$ cat config.mk
export PLATFORM = sky130hd
export DESIGN_NAME = stopwatch_lap_ctrl
export DESIGN_NICKNAME = d
export VERILOG_FILES = /design/src/rtl/stopwatch_lap_ctrl.sv
export SDC_FILE = /design/constraint.sdc
export NUM_CORES = 1
export LEC_CHECK = 0
export ABC_CLOCK_PERIOD_IN_PS = 3600
export CORE_AREA = 2 2 136 138
export DETAILED_ROUTE_END_ITERATION = 16
export DIE_AREA = 0 0 138 140
export PLACE_DENSITY = 0.79
export REMOVE_ABC_BUFFERS = 1
export SKIP_CTS_REPAIR_TIMING = 1
export SLEW_MARGIN = 20
export SYNTH_ARGS = -nofsm -noshare
export SYNTH_HDL_FRONTEND = slang
export SYNTH_SLANG_ARGS = --single-unit
$ cat constraint.sdc
create_clock -name clock -period 3.6 [get_ports clock]
set_input_delay 0.9 -clock clock [delete_from_list [all_inputs] [get_ports clock]]
set_output_delay 0.9 -clock clock [all_outputs]
set_load 0.01 [all_outputs]
$ cat src/rtl/stopwatch_lap_ctrl.sv
`default_nettype none
// stopwatch_lap_ctrl: stopwatch control FSM that acts on button releases
// and stores lap times in a circular buffer for later review.
module stopwatch_lap_ctrl #(
  parameter int TIME_W    = 24,
  parameter int LAP_DEPTH = 8,
  localparam int PTR_W    = $clog2(LAP_DEPTH)
) (
  input  logic              clock,
  input  logic              reset,
  input  logic [3:0]        stimulus,
  input  logic [TIME_W-1:0] time_in,
  output logic              count_en,
  output logic              count_clr,
  output logic [TIME_W-1:0] display,
  output logic              showing_lap,
  output logic [PTR_W-1:0]  lap_idx,
  output logic [PTR_W:0]    lap_count,
  output logic [1:0]        state
);

  typedef enum logic [1:0] {
    S_IDLE     = 2'd0,
    S_RUN      = 2'd1,
    S_PAUSE    = 2'd2,
    S_RETRIEVE = 2'd3
  } state_t;

  localparam logic [PTR_W:0] LAP_FULL = (PTR_W+1)'(LAP_DEPTH);

  state_t             state_q, state_d;
  logic [3:0]         btn_q;
  logic [3:0]         rel;
  logic [PTR_W-1:0]   wr_ptr_q, wr_ptr_d;
  logic [PTR_W-1:0]   lap_idx_q, lap_idx_d;
  logic [PTR_W:0]     lap_count_q, lap_count_d;
  logic               count_clr_q, count_clr_d;
  logic               lap_we;
  logic [PTR_W-1:0]   newest, oldest;
  logic               ev_clear, ev_zero, ev_sp, ev_lap;
  logic [TIME_W-1:0]  display_q;
  logic [TIME_W-1:0]  lap_mem [LAP_DEPTH];

  assign rel = btn_q & ~stimulus;

  // One winning event per cycle: clear > zero > start_pause > lap
  assign ev_clear = rel[0];
  assign ev_zero  = rel[1] & ~rel[0];
  assign ev_sp    = rel[3] & ~rel[1] & ~rel[0];
  assign ev_lap   = rel[2] & ~rel[3] & ~rel[1] & ~rel[0];

  assign newest = wr_ptr_q - 1'b1;
  assign oldest = wr_ptr_q - lap_count_q[PTR_W-1:0];

  always_comb begin
    state_d     = state_q;
    wr_ptr_d    = wr_ptr_q;
    lap_idx_d   = lap_idx_q;
    lap_count_d = lap_count_q;
    count_clr_d = 1'b0;
    lap_we      = 1'b0;
    case (state_q)
      S_IDLE: begin
        if (ev_sp) begin
          state_d = S_RUN;
        end else if (ev_clear) begin
          wr_ptr_d    = '0;
          lap_count_d = '0;
        end
      end
      S_RUN: begin
        if (ev_sp) begin
          state_d = S_PAUSE;
        end else if (ev_lap) begin
          lap_we   = 1'b1;
          wr_ptr_d = wr_ptr_q + 1'b1;
          if (lap_count_q != LAP_FULL) lap_count_d = lap_count_q + 1'b1;
        end
      end
      S_PAUSE: begin
        if (ev_sp) begin
          state_d = S_RUN;
        end else if (ev_zero) begin
          count_clr_d = 1'b1;
          state_d     = S_IDLE;
        end else if (ev_clear) begin
          wr_ptr_d    = '0;
          lap_count_d = '0;
        end else if (ev_lap && (lap_count_q != '0)) begin
          state_d   = S_RETRIEVE;
          lap_idx_d = newest;
        end
      end
      S_RETRIEVE: begin
        if (ev_sp) begin
          state_d = S_PAUSE;
        end else if (ev_zero) begin
          count_clr_d = 1'b1;
          state_d     = S_IDLE;
        end else if (ev_clear) begin
          wr_ptr_d    = '0;
          lap_count_d = '0;
          lap_idx_d   = '0;
          state_d     = S_PAUSE;
        end else if (ev_lap) begin
          lap_idx_d = (lap_idx_q == oldest) ? newest : lap_idx_q - 1'b1;
        end
      end
      default: state_d = S_IDLE;
    endcase
  end

  always_ff @(posedge clock or posedge reset) begin
    if (reset) begin
      state_q     <= S_IDLE;
      btn_q       <= '0;
      wr_ptr_q    <= '0;
      lap_idx_q   <= '0;
      lap_count_q <= '0;
      count_clr_q <= 1'b0;
      display_q   <= '0;
    end else begin
      state_q     <= state_d;
      btn_q       <= stimulus;
      wr_ptr_q    <= wr_ptr_d;
      lap_idx_q   <= lap_idx_d;
      lap_count_q <= lap_count_d;
      count_clr_q <= count_clr_d;
      display_q   <= (state_q == S_RETRIEVE) ? lap_mem[lap_idx_q] : time_in;
    end
  end

  // Lap storage is intentionally left uninitialised by reset
  always_ff @(posedge clock) begin
    if (lap_we) lap_mem[wr_ptr_q] <= time_in;
  end

  assign state       = state_q;
  assign count_en    = (state_q == S_RUN);
  assign showing_lap = (state_q == S_RETRIEVE);
  assign count_clr   = count_clr_q;
  assign lap_idx     = lap_idx_q;
  assign lap_count   = lap_count_q;
  assign display     = display_q;

endmodule
`default_nettype wire
# Word-level counts from Yosys, hierarchy flattened
# Memory sizes are Yosys's and may differ from the RTL's.
# Index checks and enable logic that the tools add are counted.
# op_classes
n_addsub	5
eq_ne	23
muxes	44
n_bitwise	11
n_reduce_logical	9
# op_table
operator	count
3-bit 2-to-1 mux	15
4-bit 2-to-1 mux	7
24-bit 2-to-1 mux	1
2-bit inequality test, second input constant	11
2-bit 2-to-1 mux	9
4-bit inequality test, second input constant	3
4-bit case mux with 3 select lines	1
5-bit AND reduction	2
3-bit case mux with 3 select lines	1
1-bit 2-to-1 mux	8
2-bit case mux with 4 select lines	1
8-bit AND reduction	1
1-bit bitwise AND	6
2-bit by 1-bit inequality test with 1-bit output, second input constant	3
3-bit case mux with 2 select lines	1
6-bit AND reduction	1
3-bit by 1-bit subtractor with 3-bit output, second input constant	2
4-bit by 1-bit adder with 4-bit output, second input constant	1
4-bit bitwise AND	1
2-bit equality test, second input constant	2
4-bit by 1-bit inequality test with 1-bit output, second input constant	1
4-bit inverter	1
4-bit nonzero test	1
3-bit by 1-bit adder with 3-bit output, second input constant	1
other kinds (9)	11
# word_totals
register_bits	41
mem_bits_rw	192
in_bits	30
word_cells	100
memories	1
# memory_table
memory	words	word_bits	read_ports	rd_clocked_by_memory_dff	write_ports	line_no	source
lap_mem	8	24	1	0	1	42	logic [TIME_W-1:0] lap_mem [LAP_DEPTH];

# Depth between registers and ports, before layout
# Gate-level depths: netlist of the first run.
# depth
word_depth	12
mapped_depth	10
depth_no_buf	9

# Worst setup path after synthesis of the first run
# Ideal clock, no wire load.
# synth_timing
path_kind	input port to flip-flop
start	input port stimulus[2]
end	memory lap_mem[0][0] (enable)
setup_time_ns	0.466
t_arrival_ns	3.783
required_time_ns	3.134
setup_slack_ns	-0.649
cell_stages	4
cell_sequence	nor2b_1 nand4_1 nand2b_1 nor4_1
# synth_via
elab_chain_cells	10
# synth_rtl
item	line_no	source
from (decl)	11	input logic [3:0] stimulus,
4-bit inverter	44	assign rel = btn_q & ~stimulus;
4-bit bitwise AND	44	
1-bit bitwise AND (3 in a row)	50	assign ev_lap = rel[2] & ~rel[3] & ~rel[1] & ~rel[0];
1-bit 2-to-1 mux	74	end else if (ev_lap) begin
1-bit 2-to-1 mux	72	if (ev_sp) begin
1-bit 2-to-1 mux	62	case (state_q)
1-bit 2-to-1 mux	135	if (lap_we) lap_mem[wr_ptr_q] <= time_in;
1-bit 2-to-1 mux (implied by the code)	135	
to (decl)	42	
# No other way between the ends.

# Worst setup path after layout of the first run
# layout_timing
start	register state_q[1] (netlist: state[1])
end	output port count_en
# layout_via
elab_chain_cells	1
# layout_rtl
item	line_no	source
from (decl)	31	state_t state_q, state_d;
from (signal assigned)	123	state_q <= state_d;
2-bit by 1-bit equality test with 1-bit output	139	assign count_en = (state_q == S_RUN);
to (decl)	13	output logic count_en,
# No other way between the ends.

==> results.yml, run 1 <==
outcome:
  status: "completed"
pwr:
  p_int_mw: 5.52
  clockPowerShare_pct: 33.0
  p_switching_mw: 2.06
  powerDensity_mw_per_mm2: 695
  comb_power_share_pct: 24.7
  p_leak_nw: 3.84
  vdd_drop_max_mv: 0.483
  sequentialPowerShare_pct: 42.3
  p_sw_share_pct: 27.2
clock_network:
  cts_max_level: 1
  clk_pin_slew_ns: 0.06
  cts_tree: "yes"
  cts_buffers: 24
  clk_latency_ns: 0.53
  cts-root-buf: "clkbuf_16"
  clk_path_buf_depth: 3
  cts.sinks: 233
synthesis:
  yosysWarnings: 0
  synth-seq-cells: 233
  synth_ff_type: "edfxtp_1"
  ys_seq_area_share_pct: 74.3
  ys_async_sr_fraction_pct: 17.6
  syn_area_sq_mm: 0.00914
  synth-edff-count: 192
  syn_inst: 481
  ys_types: 42
  postSynthAreaPerCell_sq_um: 19.0
global_routing:
  grt_overflow: 0
  grt_pass1_wl_um: 28100
  grt_max_degree: 52
  first_global_vias: 4959
  grtUsageTotal_pct: 18.6
  antenna_found_initial: 0
cells_and_area:
  seqCellArea_sq_mm: 0.00680
  design_area_sq_mm: 0.0109
  antenna_cells: 0
  fill_cells: 1247
  multi_input_area_sq_mm: 0.00219
  drive_above_1_share_pct: 19.8
  area_delta_synth_final_pct: 19.2
  final_cell_mix: "edfxtp_1, clkdlybuf4s50_1, mux4_2"
  final_nets: 599
  layout_commonest_cell: "edfxtp_1"
setup_path:
  ff2ff_setup_slack_ns: 1.21
  critPathCapture: "count_en"
  cp_cell_sequence: "nand2b_1, inv_2, clkdlybuf4s50_1"
  cp-startpoint: "state[1]$_DFFE_PP0P_"
  cp_max_fo: 7
  slowest_stage: "clkdlybuf4s50_1"
  cp-start-kind: "register"
  r2r_end: "lap_idx[1]$_DFFE_PP0P_"
  required_ns: 2.70
  critPathKind: "register to output pin"
  r2r-start: "wr_ptr_q[0]$_DFFE_PP0P_"
  cp_slowest_stage_delay_ns: 0.53
  cp.arrival_ns: 1.87
  r2r_cells: 9
  crit_path_end_kind: "output pin"
timing:
  relSlewSlack_pct: 45.8
  fmax_mhz: 361
  finalClockSkew_ns: 0.0145
  finalHoldViolations: 0
  setup_viol: 0
  fin_crit_ns: 2.77
  slew_violations: 0
  grt_setup_unrepaired: "no"
  tightestPinTransition_ns: 0.812
  timing.final.crit_share_pct: 77.0
  tns_ns: 0
detailed_routing:
  wl_per_cell_um: 21.6
  drt_pass1_iterations: 5
  drc: 0
  wl_um: 17500
  antenna_left: 0
  vias: 4577
  viasPerCell: 5.66
  drt_iter0_drc: 337
min_path:
  hp-class: "register to register"
placement:
  io_buffers: 65
  routabilityCongestion: 0.830
  dp.final_hpwl_um: 9900
  placed_area_sq_mm: 0.0101
floorplan:
  die_y_um: 140
  core_area_sq_mm: 0.0178
  initial_core_util_pct: 51.4
  fp.dieArea_sq_mm: 0.0193
  ioPinCount: 66
  die_w_um: 138
  row_count: 49
run:
  maxCapViolations: 0
-- per-layer routing --
metal	global-route usage, %	wire length, um	up-vias
met5	0	0	-
met4	4.46	318	0
met3	3.59	1030	25
met2	31.0	8760	164
met1	26.0	7360	2344
li1	-	-	2044
-- synthesized netlist by cell type (2+ instances only) --
master      n  share of area [%]
edfxtp_1  192                 63
mux4_2     48                 12
nand2_1    42                1.7
dfrtp_1    41                 11
mux2i_1    28                3.1
o21ai_1    25                1.4
inv_1      12               0.49
nor2_1     12               0.49
buf_2       8               0.44
buf_6       7               0.86
clkbuf_1    6               0.25
ha_1        6               0.82
nor3_1      6               0.33
nand2b_1    5               0.34
o21ai_0     5               0.27
xnor2_1     4               0.38
a21oi_1     3               0.16
nand3_1     3               0.16
nand2_2     2               0.14
nand3b_1    2               0.16
nand4b_1    2               0.19
nor2b_1     2               0.14
-- state kept, by name (all words and copies together) (netlist names) --
signal	cells
lap_mem	192
display	24
btn_q	4
lap_count	4
lap_idx	3
wr_ptr_q	3
state	2
count_clr	1
-- kinds of logic (layout without fill, tap and decap cells) --
family / Yosys count / count (layout) / synth area share (%)
AND/OR/NAND/NOR: 81 / 81 / 4.07
XOR/XNOR: 7 / 7 / 0.835
adder cells (fa/ha/maj): 7 / 7 / 1.04
AO/OA/AOI/OAI: 41 / 41 / 2.59
flip-flops: 233 / 233 / 74.3
buffers and inverters: 35 / 134 / 2.16
multiplexers: 77 / 77 / 15.0
-- power by group through the flow --
stage | sequential, mW | clock (mW) | combinational, mW
3_5_place_dp | 3.26 | 0 | 1.88
5_1_grt | 3.22 | 2.66 | 2.05
4_1_cts | 3.20 | 2.56 | 1.90
3_3_place_gp | 3.25 | 0 | 1.85
6_report | 3.20 | 2.50 | 1.87
2_1_floorplan | 3.46 | 0 | 1.07
-- final cells by class --
cell class                 count  area share (%)
timing repair buffer          77            7.02
inverter                      13           0.459
clock buffer                  34            6.04
sequential                   233            62.4
tap                          229            2.63
multi-input combinational    213            20.1
clock inverter                10            1.41
-- critical path: cells and delay by family (launching register included) --
kind,cells,cell delay (ns)
flip-flops,1,0.46
buffers and inverters,2,0.64
AND/OR/NAND/NOR,1,0.25
-- per-stage QoR --
step	hold slack (ns)	cells	total power, mW	setup slack [ns]	util [%]
after floorplan	0.505	459	4.53	-0.649	-
after global placement	0.563	765	5.10	0.528	56.7
after detailed placement	0.573	765	5.14	0.448	56.7
after CTS	0.588	809	7.66	0.819	61.3
after global routing	0.616	809	7.93	0.732	61.3
final	0.579	809	7.58	0.828	61.3
-- how the worst min path moves through the flow --
| stage | from | endpoint | cells after the start |
|---|---|---|---|
| 2_1_floorplan | btn_q[1]$_DFF_PP0_ | count_clr$_DFF_PP0_ | 2 |
| 3_3_place_gp | btn_q[1]$_DFF_PP0_ | count_clr$_DFF_PP0_ | 2 |
| 3_5_place_dp | btn_q[1]$_DFF_PP0_ | count_clr$_DFF_PP0_ | 2 |
| 4_1_cts | btn_q[1]$_DFF_PP0_ | count_clr$_DFF_PP0_ | 2 |
| 5_1_grt | btn_q[1]$_DFF_PP0_ | count_clr$_DFF_PP0_ | 2 |
| 6_report | btn_q[1]$_DFF_PP0_ | count_clr$_DFF_PP0_ | 2 |
(Power assumes the default switching activity.)
==> inputs of run 2 (changes only) <==
- ABC_CLOCK_PERIOD_IN_PS: 3600 -> 2800
- CORE_AREA: 2 2 136 138 -> 2 2 129 131
- DIE_AREA: 0 0 138 140 -> 0 0 131 133
- PLACE_DENSITY: 0.79 -> 0.83
- clock period: 3.6 -> 2.8 ns (I/O delays scaled with it)
==> results.yml, run 2 (synthesis gave the netlist of run 1 again) <==
cells_and_area:
  final_cell_mix: "edfxtp_1, clkdlybuf4s50_1, mux4_2"
  final_cells: 810
  max_flop_register: "lap_mem"
  final_nets: 612
  area_delta_synth_final_pct: 18.9
  antenna_cells: 0
  drive_above_1_share_pct: 20.8
  layout_commonest_cell: "edfxtp_1"
  largest_register_ffs: 192
  fill_cells: 1000
detailed_routing:
  vias: 4717
  viasPerCell: 5.82
  drt_pass1_iterations: 5
  drc: 0
  wl_per_cell_um: 23.0
  antenna_left: 0
  wl_um: 18600
  drt_iter0_drc: 449
setup_path:
  path_depth: 3
  cp_slowest_stage_delay_ns: 0.54
  worst-path-buf-inv: 2
  crit_path_end_kind: "output pin"
  cp_cell_sequence: "nand2b_1, inv_2, clkdlybuf4s50_1"
  slowest_stage: "clkdlybuf4s50_1"
  required_ns: 2.10
  cp_max_fo: 7
  cp-start-kind: "register"
  critical-path-top-delay-family: "buffers and inverters"
  r2r_cells: 9
  critPathKind: "register to output pin"
  cp.arrival_ns: 1.88
timing:
  timing.final.crit_share_pct: 92.2
  finalClockSkew_ns: 0.00776
  fin_crit_ns: 2.58
  slew_violations: 0
  grt_setup_unrepaired: "no"
  setup_viol: 0
  relSlewSlack_pct: 63.1
  finalHoldViolations: 0
  fmax_mhz: 387
  tightestPinTransition_ns: 0.553
clock_network:
  clk_latency_ns: 0.49
  clk_pin_slew_ns: 0.06
  cts_max_level: 1
  clk_path_buf_depth: 3
  cts-root-buf: "clkbuf_16"
  cts_tree: "yes"
  cts.sinks: 233
  cts_buffers: 23
global_routing:
  grt_max_degree: 51
  antenna_found_initial: 0
  first_global_vias: 5075
  grt_overflow: 0
  grtUsageTotal_pct: 22.7
  grt_pass1_wl_um: 29300
pwr:
  vdd_drop_max_mv: 0.435
  powerDensity_mw_per_mm2: 862
  power.total_mw: 9.37
  p_leak_nw: 3.85
placement:
  dp.final_hpwl_um: 11700
  routabilityCongestion: 0.810
  io_buffers: 65
  dp_cells: 770
floorplan:
  initial_core_util_pct: 56.5
  ioPinCount: 66
  fp.dieArea_sq_mm: 0.0174
  die_w_um: 131
  die_y_um: 133
  core_area_sq_mm: 0.0162
  row_count: 47
outcome:
  status: "completed"
min_path:
  hp-class: "primary input to async pin"
run:
  maxCapViolations: 0
## run 2: cell count changes in the layout (fill, tap and decap cells not counted)
| cell | before | now |
|---|---|---|
| clkinv_16 | 1 | 0 |
| bufinv_16 | 3 | 1 |
| clkbuf_1 | 8 | 5 |
| buf_12 | 2 | 3 |
| clkbuf_8 | 2 | 0 |
| inv_2 | 1 | 2 |
| buf_4 | 10 | 23 |
| clkinv_2 | 4 | 3 |
| clkinvlp_4 | 0 | 1 |
| clkinv_1 | 2 | 7 |
| clkbuf_16 | 24 | 23 |
| inv_8 | 1 | 0 |
## run 2: final timing paths
| kind | startpoint | to | slack (ns) |
|---|---|---|---|
| hold / removal | reset | btn_q[2]$_DFF_PP0_ | 0.51 |
| setup / recovery | state[1]$_DFFE_PP0P_ | count_en | 0.22 |
| setup reg to reg | wr_ptr_q[0]$_DFFE_PP0P_ | lap_idx[0]$_DFFE_PP0P_ | 0.42 |
| hold reg to reg | btn_q[1]$_DFF_PP0_ | count_clr$_DFF_PP0_ | 0.57 |
| max in group asynchronous | reset | display[13]$_DFF_PP0_ | 1.71 |
| min in group clock | btn_q[1]$_DFF_PP0_ | count_clr$_DFF_PP0_ | 0.57 |
## run 2: through the flow
stage / area, sq um / util [%] / TNS, ns / hold slack [ns] / setup WS, ns
3_3_place_gp: 10200 / 63.0 / 0 / 0.576 / 0.0886
3_5_place_dp: 10200 / 63.0 / -1.09 / 0.576 / -0.0541
6_report: 10900 / 67.2 / 0 / 0.515 / 0.218
4_1_cts: 10900 / 67.2 / 0 / 0.515 / 0.215
2_1_floorplan: 8990 / - / -100.76 / 0.505 / -1.25
5_1_grt: 10900 / 67.2 / 0 / 0.556 / 0.148
## run 2: cell type report
cell class | count | area, sq um | share of cell area (%)
clock buffers | 28 | 594 | 5.47
clock inverters | 12 | 78.8 | 0.725
inverters | 13 | 48.8 | 0.449
multi-input cells | 213 | 2190 | 20.1
flip-flops and latches | 233 | 6800 | 62.6
well taps | 220 | 275 | 2.53
repair buffers | 91 | 883 | 8.13
## run 2: metal layers
metal / up-vias / GRT usage (%) / wire length, um
met4: 0 / 5.67 / 328
met5: - / 0 / 0
li1: 2060 / - / -
met2: 161 / 37.5 / 9420
met1: 2471 / 31.6 / 7810
met3: 25 / 4.29 / 1070
## run 2: report_power, final
group	switching, mW	internal (mW)
registers	0.248	3.93
clock network	1.18	1.59
logic	1.16	1.25
==> inputs of run 3 (changes only) <==
- SKIP_LAST_GASP: not set -> 1
==> results of run 3 <==
Final layout, timing and power as in run 2 (identical DEF).
